===== config.mk =====
export PLATFORM = sky130hd
export DESIGN_NAME = pwm_ramp_ctrl
export DESIGN_NICKNAME = d
export VERILOG_FILES = /design/src/rtl/pwm_pkg.sv /design/src/rtl/pwm_phase_counter.sv /design/src/rtl/pwm_ramp_ctrl.sv
export SDC_FILE = /design/constraint.sdc
export NUM_CORES = 1
export LEC_CHECK = 0
export CELL_PAD_IN_SITES_DETAIL_PLACEMENT = 0
export CELL_PAD_IN_SITES_GLOBAL_PLACEMENT = 1
export CORE_AREA = 4 4 107 109
export CTS_BUF_LIST = sky130_fd_sc_hd__clkbuf_16
export CTS_CLUSTER_DIAMETER = 30
export DETAILED_ROUTE_END_ITERATION = 8
export DIE_AREA = 0 0 111 113
export PLACE_DENSITY = 0.8
export REMOVE_ABC_BUFFERS = 1
export SYNTH_ARGS = -nofsm -noshare
export SYNTH_HDL_FRONTEND = slang
export SYNTH_SLANG_ARGS = --single-unit

===== constraint.sdc =====
create_clock -name clk -period 3.9 [get_ports clk]
set_clock_uncertainty 0.15 [all_clocks]
set_input_delay 0.585 -clock clk [delete_from_list [all_inputs] [get_ports clk]]
set_output_delay 0.585 -clock clk [all_outputs]
set_load 0.05 [all_outputs]

===== src/rtl/pwm_pkg.sv =====
// Shared types and defaults for the PWM ramp controller and its phase counter.
package pwm_pkg;

  localparam int COUNTER_WIDTH_DEF = 8;
  localparam int PERIOD_RST_DEF    = 255;

  typedef enum logic [1:0] {
    IDLE = 2'd0,
    ARM  = 2'd1,
    RAMP = 2'd2
  } ramp_state_e;

endpackage


===== src/rtl/pwm_phase_counter.sv =====
// Free-running 0..period phase counter mirroring the PWM generator's count;
// held at 0 while disabled, flags the last cycle of each period.
module pwm_phase_counter
  import pwm_pkg::*;
#(
  parameter int WIDTH = COUNTER_WIDTH_DEF
) (
  input  logic             clk,
  input  logic             reset,
  input  logic             enable,
  input  logic [WIDTH-1:0] period,
  output logic [WIDTH-1:0] phase,
  output logic             boundary
);

  // NOTE: sequential state uses non-blocking assignments so every register
  // samples pre-edge values regardless of process evaluation order.
  always_ff @(posedge clk or posedge reset) begin
    if (reset) begin
      phase <= '0;
    end else if (!enable) begin
      phase <= '0;
    end else if (phase < period) begin
      phase <= phase + 1'b1;
    end else begin
      phase <= '0;
    end
  end

  assign boundary = enable & (phase == period);

endmodule


===== src/rtl/pwm_ramp_ctrl.sv =====
// Soft-start/retarget controller feeding a PWM generator's period and duty.
// Optional sticky done interrupt (irq/irq_clr) when PWM_RAMP_IRQ_EN is defined.
module pwm_ramp_ctrl
  import pwm_pkg::*;
#(
  parameter int COUNTER_WIDTH = COUNTER_WIDTH_DEF,
  parameter int PERIOD_RST    = PERIOD_RST_DEF
) (
  input  logic                     clk,
  input  logic                     reset,
  input  logic                     enable,
  input  logic                     cfg_valid,
  output logic                     cfg_ready,
  input  logic [COUNTER_WIDTH-1:0] cfg_period,
  input  logic [COUNTER_WIDTH-1:0] cfg_duty,
  input  logic [COUNTER_WIDTH-1:0] cfg_step,
  output logic [COUNTER_WIDTH-1:0] duty_cycle,
  output logic [COUNTER_WIDTH-1:0] period,
  output logic                     period_tick,
  output logic                     busy,
  output logic                     done
`ifdef PWM_RAMP_IRQ_EN
  ,
  input  logic                     irq_clr,
  output logic                     irq
`endif
);

  typedef logic [COUNTER_WIDTH-1:0] cnt_t;

  ramp_state_e state, state_next;
  cnt_t        duty_q, duty_next;
  cnt_t        period_q, period_next;
  cnt_t        tgt_period, tgt_duty, tgt_step;
  cnt_t        stepped;
  cnt_t        unused_phase;
  logic        done_q, done_next;
  logic        accept;
  logic        boundary;

  // One bounded move toward the target; clamps onto it instead of overshooting.
  function automatic cnt_t ramp_step(input cnt_t d, input cnt_t tgt, input cnt_t stp);
    cnt_t diff;
    if (stp == '0) begin
      return tgt;
    end else if (tgt >= d) begin
      diff = tgt - d;
      return (diff <= stp) ? tgt : cnt_t'(d + stp);
    end else begin
      diff = d - tgt;
      return (diff <= stp) ? tgt : cnt_t'(d - stp);
    end
  endfunction

  pwm_phase_counter #(
    .WIDTH(COUNTER_WIDTH)
  ) u_phase (
    .clk     (clk),
    .reset   (reset),
    .enable  (enable),
    .period  (period_q),
    .phase   (unused_phase),
    .boundary(boundary)
  );

  assign stepped = ramp_step(duty_q, tgt_duty, tgt_step);

  // NOTE: every variable gets a default before the case so no path leaves
  // one unassigned, which would otherwise infer a latch.
  always_comb begin
    state_next  = state;
    duty_next   = duty_q;
    period_next = period_q;
    done_next   = 1'b0;
    accept      = 1'b0;
    if (!enable) begin
      state_next = IDLE;
      duty_next  = '0;
    end else begin
      unique case (state)
        IDLE: begin
          if (cfg_valid) begin
            accept     = 1'b1;
            state_next = ARM;
          end
        end
        ARM: begin
          if (boundary) begin
            period_next = tgt_period;
            duty_next   = stepped;
            if (stepped == tgt_duty) begin
              done_next  = 1'b1;
              state_next = IDLE;
            end else begin
              state_next = RAMP;
            end
          end
        end
        RAMP: begin
          if (boundary) begin
            duty_next = stepped;
            if (stepped == tgt_duty) begin
              done_next  = 1'b1;
              state_next = IDLE;
            end
          end
        end
        default: state_next = IDLE;
      endcase
    end
  end

  always_ff @(posedge clk or posedge reset) begin
    if (reset) begin
      state    <= IDLE;
      duty_q   <= '0;
      period_q <= cnt_t'(PERIOD_RST);
      done_q   <= 1'b0;
    end else begin
      state    <= state_next;
      duty_q   <= duty_next;
      period_q <= period_next;
      done_q   <= done_next;
    end
  end

  always_ff @(posedge clk or posedge reset) begin
    if (reset) begin
      tgt_period <= '0;
      tgt_duty   <= '0;
      tgt_step   <= '0;
    end else if (accept) begin
      tgt_period <= cfg_period;
      tgt_duty   <= cfg_duty;
      tgt_step   <= cfg_step;
    end
  end

`ifdef PWM_RAMP_IRQ_EN
  // Set has priority over a coincident clear so a completion is never lost.
  always_ff @(posedge clk or posedge reset) begin
    if (reset) begin
      irq <= 1'b0;
    end else begin
      irq <= done_q | (irq & ~irq_clr);
    end
  end
`endif

  assign cfg_ready   = (state == IDLE) & enable;
  assign busy        = (state == ARM) | (state == RAMP);
  assign duty_cycle  = duty_q;
  assign period      = period_q;
  assign period_tick = boundary;
  assign done        = done_q;

endmodule

# Word-level counts from Yosys, hierarchy flattened
# Index checks and enable logic that the tools add are counted.
# totals
ff_bits,51
latchBits,0
ram_bits,0
mem_bits_ro,0
in_bits,28
output_inout_bits,20
n_memories,0
# op_classes
n_addsub,5
n_mul,0
n_div,0
order_cmp,4
n_eq_ne,10
shifts,0
n_mux,23
bitwise_logic,3
n_reduce_logical,6
# ops
cell,count
8-bit 2-to-1 mux,9
8-bit subtractor,3
8-bit equality test,2
8-bit <= comparator,2
2-bit 2-to-1 mux,6
3-bit != test (second input constant),4
8-bit by 1-bit adder with 8-bit output (second input constant),1
8-bit adder,1
8-bit greater-or-equal comparator,1
8-bit zero test,1
8-bit less-than comparator,1
1-bit 2-to-1 mux,7
2-bit case mux with 3 select lines,1
4-bit AND reduction,1
3-bit AND reduction,1
1-bit AND,2
2-bit by 1-bit equality test with 1-bit output (second input constant),1
2-bit equality test (second input constant),1
2-bit zero test,1
2-bit by 1-bit != test with 1-bit output (second input constant),1
2-bit != test (second input constant),1
2-bit AND reduction,1
2-bit OR reduction,1
1-bit bitwise OR,1

# Longest topological paths before layout
# Gate-level depths: netlist of run 1.
# depth
ltp_word,10
ltp_mapped,20
depth_no_buf,20

# Modules after synthesis
# From an unflattened synthesis of run 1, not the netlist that was laid out.
# unflattened
hier_cells,455
area_unflattened_um2,4242.8
# modules_own_cells
mod,instances,cells_per_inst,area_per_inst_um2
pwm_ramp_ctrl,1,391,3664.8
pwm_phase_counter,1,64,578.1

# Worst setup path after synthesis of run 1
# Ideal clock, no wire load.
# synth_path
path_kind,reg-to-reg
startpoint,"register duty_q[1], in the netlist duty_cycle[1]"
endpoint,register state[0]
arrival_time_ns,4.393
t_required_ns,3.625
path_slack_ns,-0.768
stages_incl_launch_ff,18
n_path_buf,0
period_less_slack_ns,4.668
cell_sequence,dfrtp_1 > inv_1 > fa_1 > nand3_1 > and2_1 > o21bai_1 > a21oi_1 > xnor2_1 > ha_1 > nand4_1 > a21o_1 > a211oi_2 > a22oi_1 > a211o_1 > o41ai_1 > and4bb_4 > a31o_4 > mux2_4
# synth_via
elab_chain_len,8
word_cells_on_any_way,14
cone_classes,add/sub (4); order compare (3); eq/ne (2); mux (4); reduce/logical (1)
# synth_lines
item,line,rtl
start: declaration,pwm_ramp_ctrl.sv:32,"cnt_t duty_q, duty_next;"
start signal: assignment,pwm_ramp_ctrl.sv:121,duty_q <= duty_next;
"8-bit subtractor, on equally long branches","pwm_ramp_ctrl.sv:50, pwm_ramp_ctrl.sv:47",
"8-bit <= comparator, on equally long branches","pwm_ramp_ctrl.sv:51, pwm_ramp_ctrl.sv:48",
"8-bit 2-to-1 mux, on equally long branches","pwm_ramp_ctrl.sv:51, pwm_ramp_ctrl.sv:48",
8-bit 2-to-1 mux *,pwm_ramp_ctrl.sv:46,end else if (tgt >= d) begin
8-bit 2-to-1 mux *,pwm_ramp_ctrl.sv:44,if (stp == '0) begin
8-bit equality test *,pwm_ramp_ctrl.sv:102,if (stepped == tgt_duty) begin
3-bit != test (no source line) *,-,
4-bit AND reduction (no source line) *,-,
end signal: assignment,pwm_ramp_ctrl.sv:120,state <= state_next;
end: declaration,pwm_ramp_ctrl.sv:31,"ramp_state_e state, state_next;"
# Every way passes the cells marked *; elsewhere a longest branch is shown, timed or not.
# A chain may end at the register's enable or synchronous reset.

# Worst setup path in the final report of run 1
# layout_path
startpoint,register tgt_duty[0]
endpoint,register state[0]
# layout_via
elab_chain_len,8
word_cells_on_any_way,12
cone_classes,add/sub (2); order compare (3); eq/ne (2); mux (4); reduce/logical (1)
# layout_lines
item,line,rtl
start: declaration,pwm_ramp_ctrl.sv:34,"cnt_t tgt_period, tgt_duty, tgt_step;"
start signal: assignment,pwm_ramp_ctrl.sv:134,tgt_duty <= cfg_duty;
"8-bit subtractor, on equally long branches","pwm_ramp_ctrl.sv:50, pwm_ramp_ctrl.sv:47",
"8-bit <= comparator, on equally long branches","pwm_ramp_ctrl.sv:51, pwm_ramp_ctrl.sv:48",
"8-bit 2-to-1 mux, on equally long branches","pwm_ramp_ctrl.sv:51, pwm_ramp_ctrl.sv:48",
8-bit 2-to-1 mux,pwm_ramp_ctrl.sv:46,
8-bit 2-to-1 mux,pwm_ramp_ctrl.sv:44,
8-bit equality test *,pwm_ramp_ctrl.sv:102,
3-bit != test (no source line) *,-,
4-bit AND reduction (no source line) *,-,
# Marked as above.

==> flow_metrics.py, run 1 <==
metrics = {
    "timing": {
        "setup_slack_ns": -0.401,
        "post-route-period-util": 1.10,
        "fin_crit_ns": 4.30,
        "slew_headroom": 0.281,
        "drv_slew": 0,
        "setup_viol": 3,
        "rsz0062_at_grt": "true",
        "hold_viol": 0,
        "finalSetupTns_ns": -0.902,
        "max_freq_ghz": 0.232,
        "max_slew.worst_pin.slew_ns": 1.08,
    },
    "route": {
        "drtIter0Drc": 268,
        "drc": 0,
        "wl_um": 11700,
        "wl_per_cell_um": 16.9,
        "vias_per_cell": 5.28,
        "drtAntennaViolNets": 0,
        "drtPass1Iterations": 4,
        "num_vias": 3659,
    },
    "logic_synthesis": {
        "ys_warn_count": 0,
        "syn_area_per_cell_um2": 9.62,
        "syn_inst": 430,
        "synthTopCellsByArea": "dfrtp_1 26%, ha_1 17%, mux2_2 8.7%, dfstp_2 5.1%, a21oi_1 4.2%",
        "synth_edf_count": 0,
        "syn-cell-area_um2": 4140,
        "synth_common_cells": "56 x ha_1, 43 x dfrtp_1, 43 x inv_1",
        "synth_top_area_share": 0.260,
        "synth_cell_types": 65,
        "synth-seq-area-share": 0.311,
        "synthFlopType": "dfrtp_1",
        "synthArstFlopShare": 1.00,
        "yosysTopAreaCell": "dfrtp_1",
        "ys_ff_latch": 51,
        "yosysMostFrequentCell": "ha_1",
    },
    "grt": {
        "grt_pass1_wl_um": 19200,
        "grt_max_degree": 52,
        "groute.usage.overall": 0.189,
        "grt-ovfl-total": 0,
        "grt_pass1_vias": 3928,
        "antenna_found_initial": 0,
    },
    "finish": {
        "final_nets": 640,
        "num-fill-cells": 941,
        "final_layout_size_suffix_gt1_frac": 0.304,
        "final_util": 0.530,
        "final_area_um2": 5620,
        "syn_to_final_growth_pct": 35.8,
        "antennaDiodeCount": 0,
    },
    "clocking": {
        "clock-root-buffer": "clkbuf_16",
        "cts.sink_count": 51,
        "cts.path.max_buffers": 2,
        "cts_max_level": 2,
        "cts_hold_buf": 0,
        "clk_pin_slew_ns": 0.07,
        "cts_tree": "yes",
        "cts_buffers": 5,
        "clk_latency_ns": 0.29,
    },
    "run": {
        "drv_cap": 0,
    },
    "critical_path": {
        "worst-path-max-fanout": 4,
        "crit_required_ns": 3.93,
        "start_kind": "register",
        "critPathArrivalTime_ns": 4.34,
        "path_class": "reg -> reg",
        "cp-end-kind": "register",
    },
    "place": {
        "placed_area_um2": 5210,
        "port_buffers": 47,
        "gp_congestion": 0.925,
        "dp.final_hpwl_um": 9150,
    },
    "run_status": {
        "status": "complete, but fails checks",
        "failed_checks": "negative setup slack",
    },
    "floorplan": {
        "dieHeight_um": 113,
        "die_width_um": 111,
        "die_area_um2": 12500,
        "core_um2": 10600,
        "io_pins": 48,
        "rows": 38,
        "initial_core_util": 0.390,
    },
    "min_path": {
        "min_path_type": "reg -> reg",
    },
}
[area by class of cell]
type                    instances  area (um2)  share of cell area
clock buffers                   5         125              0.0223
clock inverters                 3        16.3             0.00289
inverters                      45         169              0.0301
multi-input cells             325        2780               0.494
flip-flops and latches         51        1290               0.229
well taps                     140         175              0.0312
repair buffers                124        1070               0.190
[what timing repair did]
| action | CTS | global route |
|---|---|---|
| resized for setup | 20 | 19 |
| pin swaps | 12 | 22 |
| endpoints found under the setup margin | 5 | 5 |
| setup buffers | 7 | 8 |
[cells in the final DEF (no fill, tap or decap), types with 5 or more instances in the layout]
master	instances
buf_4	74
ha_1	52
clkdlybuf4s50_1	47
dfrtp_1	42
inv_1	39
mux2_2	32
a21oi_1	29
nor2_1	26
nand2_1	18
xnor2_1	13
xor2_1	12
nor2b_1	11
nand3_1	11
o21ai_0	10
nand4_1	8
dfstp_2	8
a21oi_2	7
inv_2	6
o21ai_1	5
nand2b_1	5
clkbuf_16	5
[flip-flops by register name (all words and copies together), names as in the netlist]
register / cells
state: 2
period: 8
done: 1
tgt_period: 8
duty_cycle: 8
tgt_duty: 8
tgt_step: 8
u_phase.phase: 8
[kinds of logic (layout without fill, tap and decap cells)]
| kind of cell | Yosys count | count (layout) | synth area share |
|---|---|---|---|
| and+or+nand+nor | 99 | 99 | 0.121 |
| AOI/OAI and AO/OA | 107 | 107 | 0.181 |
| DFF | 51 | 51 | 0.311 |
| muxes | 34 | 34 | 0.0931 |
| xor gates and xnor gates | 25 | 25 | 0.0529 |
| adders and majority gates | 60 | 60 | 0.189 |
| buffers and inverters | 54 | 177 | 0.0523 |
[metrics by stage]
step           hold WS, ns  setup slack, ns  instances
2_1_floorplan        0.325           -0.774        421
6_report             0.351           -0.401        693
5_1_grt              0.386           -0.607        693
4_1_cts              0.357           -0.322        685
3_3_place_gp         0.332           -0.391        670
3_5_place_dp         0.340           -0.516        670
[path summary, 6_finish.rpt]
| check | startpoint | to | slack [ns] | cells after the start |
|---|---|---|---|---|
| min in group asynchronous | reset | tgt_duty[2] | 0.73 | 2 |
| max in group asynchronous | reset | tgt_duty[1] | 2.15 | 2 |
| hold reg to reg | tgt_period[1] | period[1] | 0.35 | 1 |
| setup reg to reg | tgt_duty[0] | state[0] | -0.40 | 19 |
| setup / recovery | tgt_duty[0] | state[0] | -0.40 | 19 |
| hold / removal | tgt_period[1] | period[1] | 0.35 | 1 |
[per-layer routing]
| metal | vias up | wire [um] | track usage | share of wire |
|---|---|---|---|---|
| met3 | 30 | 476 | 0.0283 | 0.041 |
| met4 | 0 | 413 | 0.0821 | 0.035 |
| li1 | 1767 | - | - | - |
| met2 | 95 | 5990 | 0.340 | 0.51 |
| met1 | 1767 | 4820 | 0.225 | 0.41 |
| met5 | - | 0 | 0 | 0 |
[critical path: stages (launching register included)]
cell      delay (ns)
dfrtp_1         0.42
ha_2            0.20
fa_2            0.34
o21bai_1        0.18
a21oi_2         0.09
o21bai_1        0.18
a21oi_2         0.08
xnor2_1         0.13
ha_1            0.30
nand4_1         0.13
nor2_1          0.16
inv_1           0.08
o211a_4         0.15
buf_4           0.16
a221o_1         0.38
a211oi_2        0.24
a21oi_1         0.07
and4bb_4        0.22
a31o_4          0.25
mux2_4          0.29
Power of run 1 is left out: the tool's default activity adds up to more than one toggle a clock period on the data nets, which glitch-free logic cannot reach.
==> run 2: changes to the inputs <==
Settings changed: CORE_AREA 4 4 107 109 to 2 2 105 107, DIE_AREA 0 0 111 113 to 0 0 107 109.
==> flow_metrics.py, run 2 (synthesis results as in run 1) <==
metrics = {
    "run_status": {
        "status": "complete, but fails checks",
        "failed_checks": "negative setup slack",
    },
    "timing": {
        "fin_crit_ns": 4.36,
        "post-route-period-util": 1.12,
        "drv_slew": 0,
        "rsz0062_at_grt": "true",
        "max_slew.worst_pin.slew_ns": 1.08,
        "setup_viol": 3,
        "slew_headroom": 0.278,
        "fin_worst_hold_slack_ns": 0.353,
        "hold_viol": 0,
        "setup_slack_ns": -0.458,
        "max_freq_ghz": 0.229,
    },
    "clocking": {
        "cts.sink_count": 51,
        "cts_hold_buf": 0,
        "clock-root-buffer": "clkbuf_16",
        "clk_latency_ns": 0.30,
        "cts_buffers": 5,
        "cts_tree": "yes",
        "cts_max_level": 2,
        "clk_pin_slew_ns": 0.07,
        "cts.path.max_buffers": 2,
    },
    "place": {
        "gp_congestion": 0.940,
        "dp.final_hpwl_um": 9390,
        "dpl.cell_count": 675,
        "port_buffers": 47,
        "post-place-ws_ns": -0.497,
    },
    "floorplan": {
        "initial_core_util": 0.390,
        "dieHeight_um": 109,
        "die_width_um": 107,
        "core_um2": 10600,
        "io_pins": 48,
        "die_area_um2": 11700,
        "rows": 38,
    },
    "finish": {
        "final_layout_size_suffix_gt1_frac": 0.306,
        "layout_common_cells": "80 x buf_4, 52 x ha_1, 47 x clkdlybuf4s50_1",
        "antennaDiodeCount": 0,
        "final_util": 0.535,
        "num-fill-cells": 958,
        "syn_to_final_growth_pct": 37.2,
        "layout_commonest_cell": "buf_4",
        "final_nets": 643,
        "layoutNonFillerInstCount": 696,
    },
    "grt": {
        "grt_pass1_vias": 4044,
        "grt_pass1_wl_um": 19100,
        "grt_max_degree": 52,
        "grt-ovfl-total": 0,
        "antenna_found_initial": 0,
        "groute.usage.overall": 0.213,
    },
    "critical_path": {
        "start_kind": "register",
        "worst-path-max-fanout": 4,
        "critPathArrivalTime_ns": 4.39,
        "cp-end-kind": "register",
        "path_class": "reg -> reg",
        "reg2reg_slack_ns": -0.46,
        "crit_required_ns": 3.93,
    },
    "run": {
        "drv_cap": 0,
    },
    "route": {
        "drtPass1Iterations": 4,
        "num_vias": 3663,
        "wl_um": 11800,
        "vias_per_cell": 5.26,
        "drtIter0Drc": 239,
        "drtAntennaViolNets": 0,
        "wl_per_cell_um": 17.0,
        "drc": 0,
    },
    "min_path": {
        "min_path_type": "reg -> reg",
    },
}
## run 2: cell count changes in the layout (fill, tap and decap cells not counted), sizes merged
cell and change:
buf +3, bufinv +1, clkinv -1
## run 2: metrics by stage
stage | cell area (um2) | TNS [ns]
final | 5680 | -1.09
after global placement | 5240 | -0.797
after global routing | 5680 | -1.62
after detailed placement | 5240 | -1.14
after floorplan | 4090 | -1.77
after CTS | 5520 | -0.546
## run 2: final timing paths
check | end | start | depth (start not counted)
min | tgt_period[2] | tgt_period[2] | 1
max | state[0] | duty_cycle[0] | 19
min reg2reg | tgt_period[2] | tgt_period[2] | 1
min in group asynchronous | duty_cycle[2] | reset | 2
max in group asynchronous | tgt_duty[3] | reset | 2
max reg2reg | state[0] | duty_cycle[0] | 19
## run 2: per-layer routing
layer,wire length (um),up-vias,GRT usage
met3,378,30,0.0269
li1,-,1778,-
met5,0,-,0
met2,6090,93,0.401
met4,391,0,0.0881
met1,4960,1762,0.242
## run 2: layout make-up
class / instances / area (um2) / area share
flip-flops and latches: 51 / 1290 / 0.227
clock inverters: 3 / 42.5 / 0.00749
well taps: 140 / 175 / 0.0309
clock buffers: 5 / 125 / 0.0220
repair buffers: 127 / 1070 / 0.189
inverters: 45 / 169 / 0.0298
multi-input cells: 325 / 2810 / 0.494
## run 2: worst max-delay path, cell delays in order, from the launching register on
cell and delay (ns):
dfrtp_1 0.37, buf_4 0.12, ha_2 0.16, inv_2 0.05, fa_2 0.36, nand3_2 0.08, and2_4 0.14, o21bai_1 0.06
a21oi_1 0.17, xnor2_1 0.09, ha_1 0.29, nand4_1 0.09, a21o_1 0.21, a211o_1 0.37, o221a_1 0.29, o21a_1 0.20
o41ai_2 0.32, and4bb_4 0.28, a31o_4 0.16, mux2_4 0.29
## run 2: timing repair
action,4_1_cts,5_1_grt
endpoints found under the setup margin,5,8
gates resized for setup,20,19
pin swaps,10,15
setup buffers,6,7
Power of run 2 is left out for the same reason.
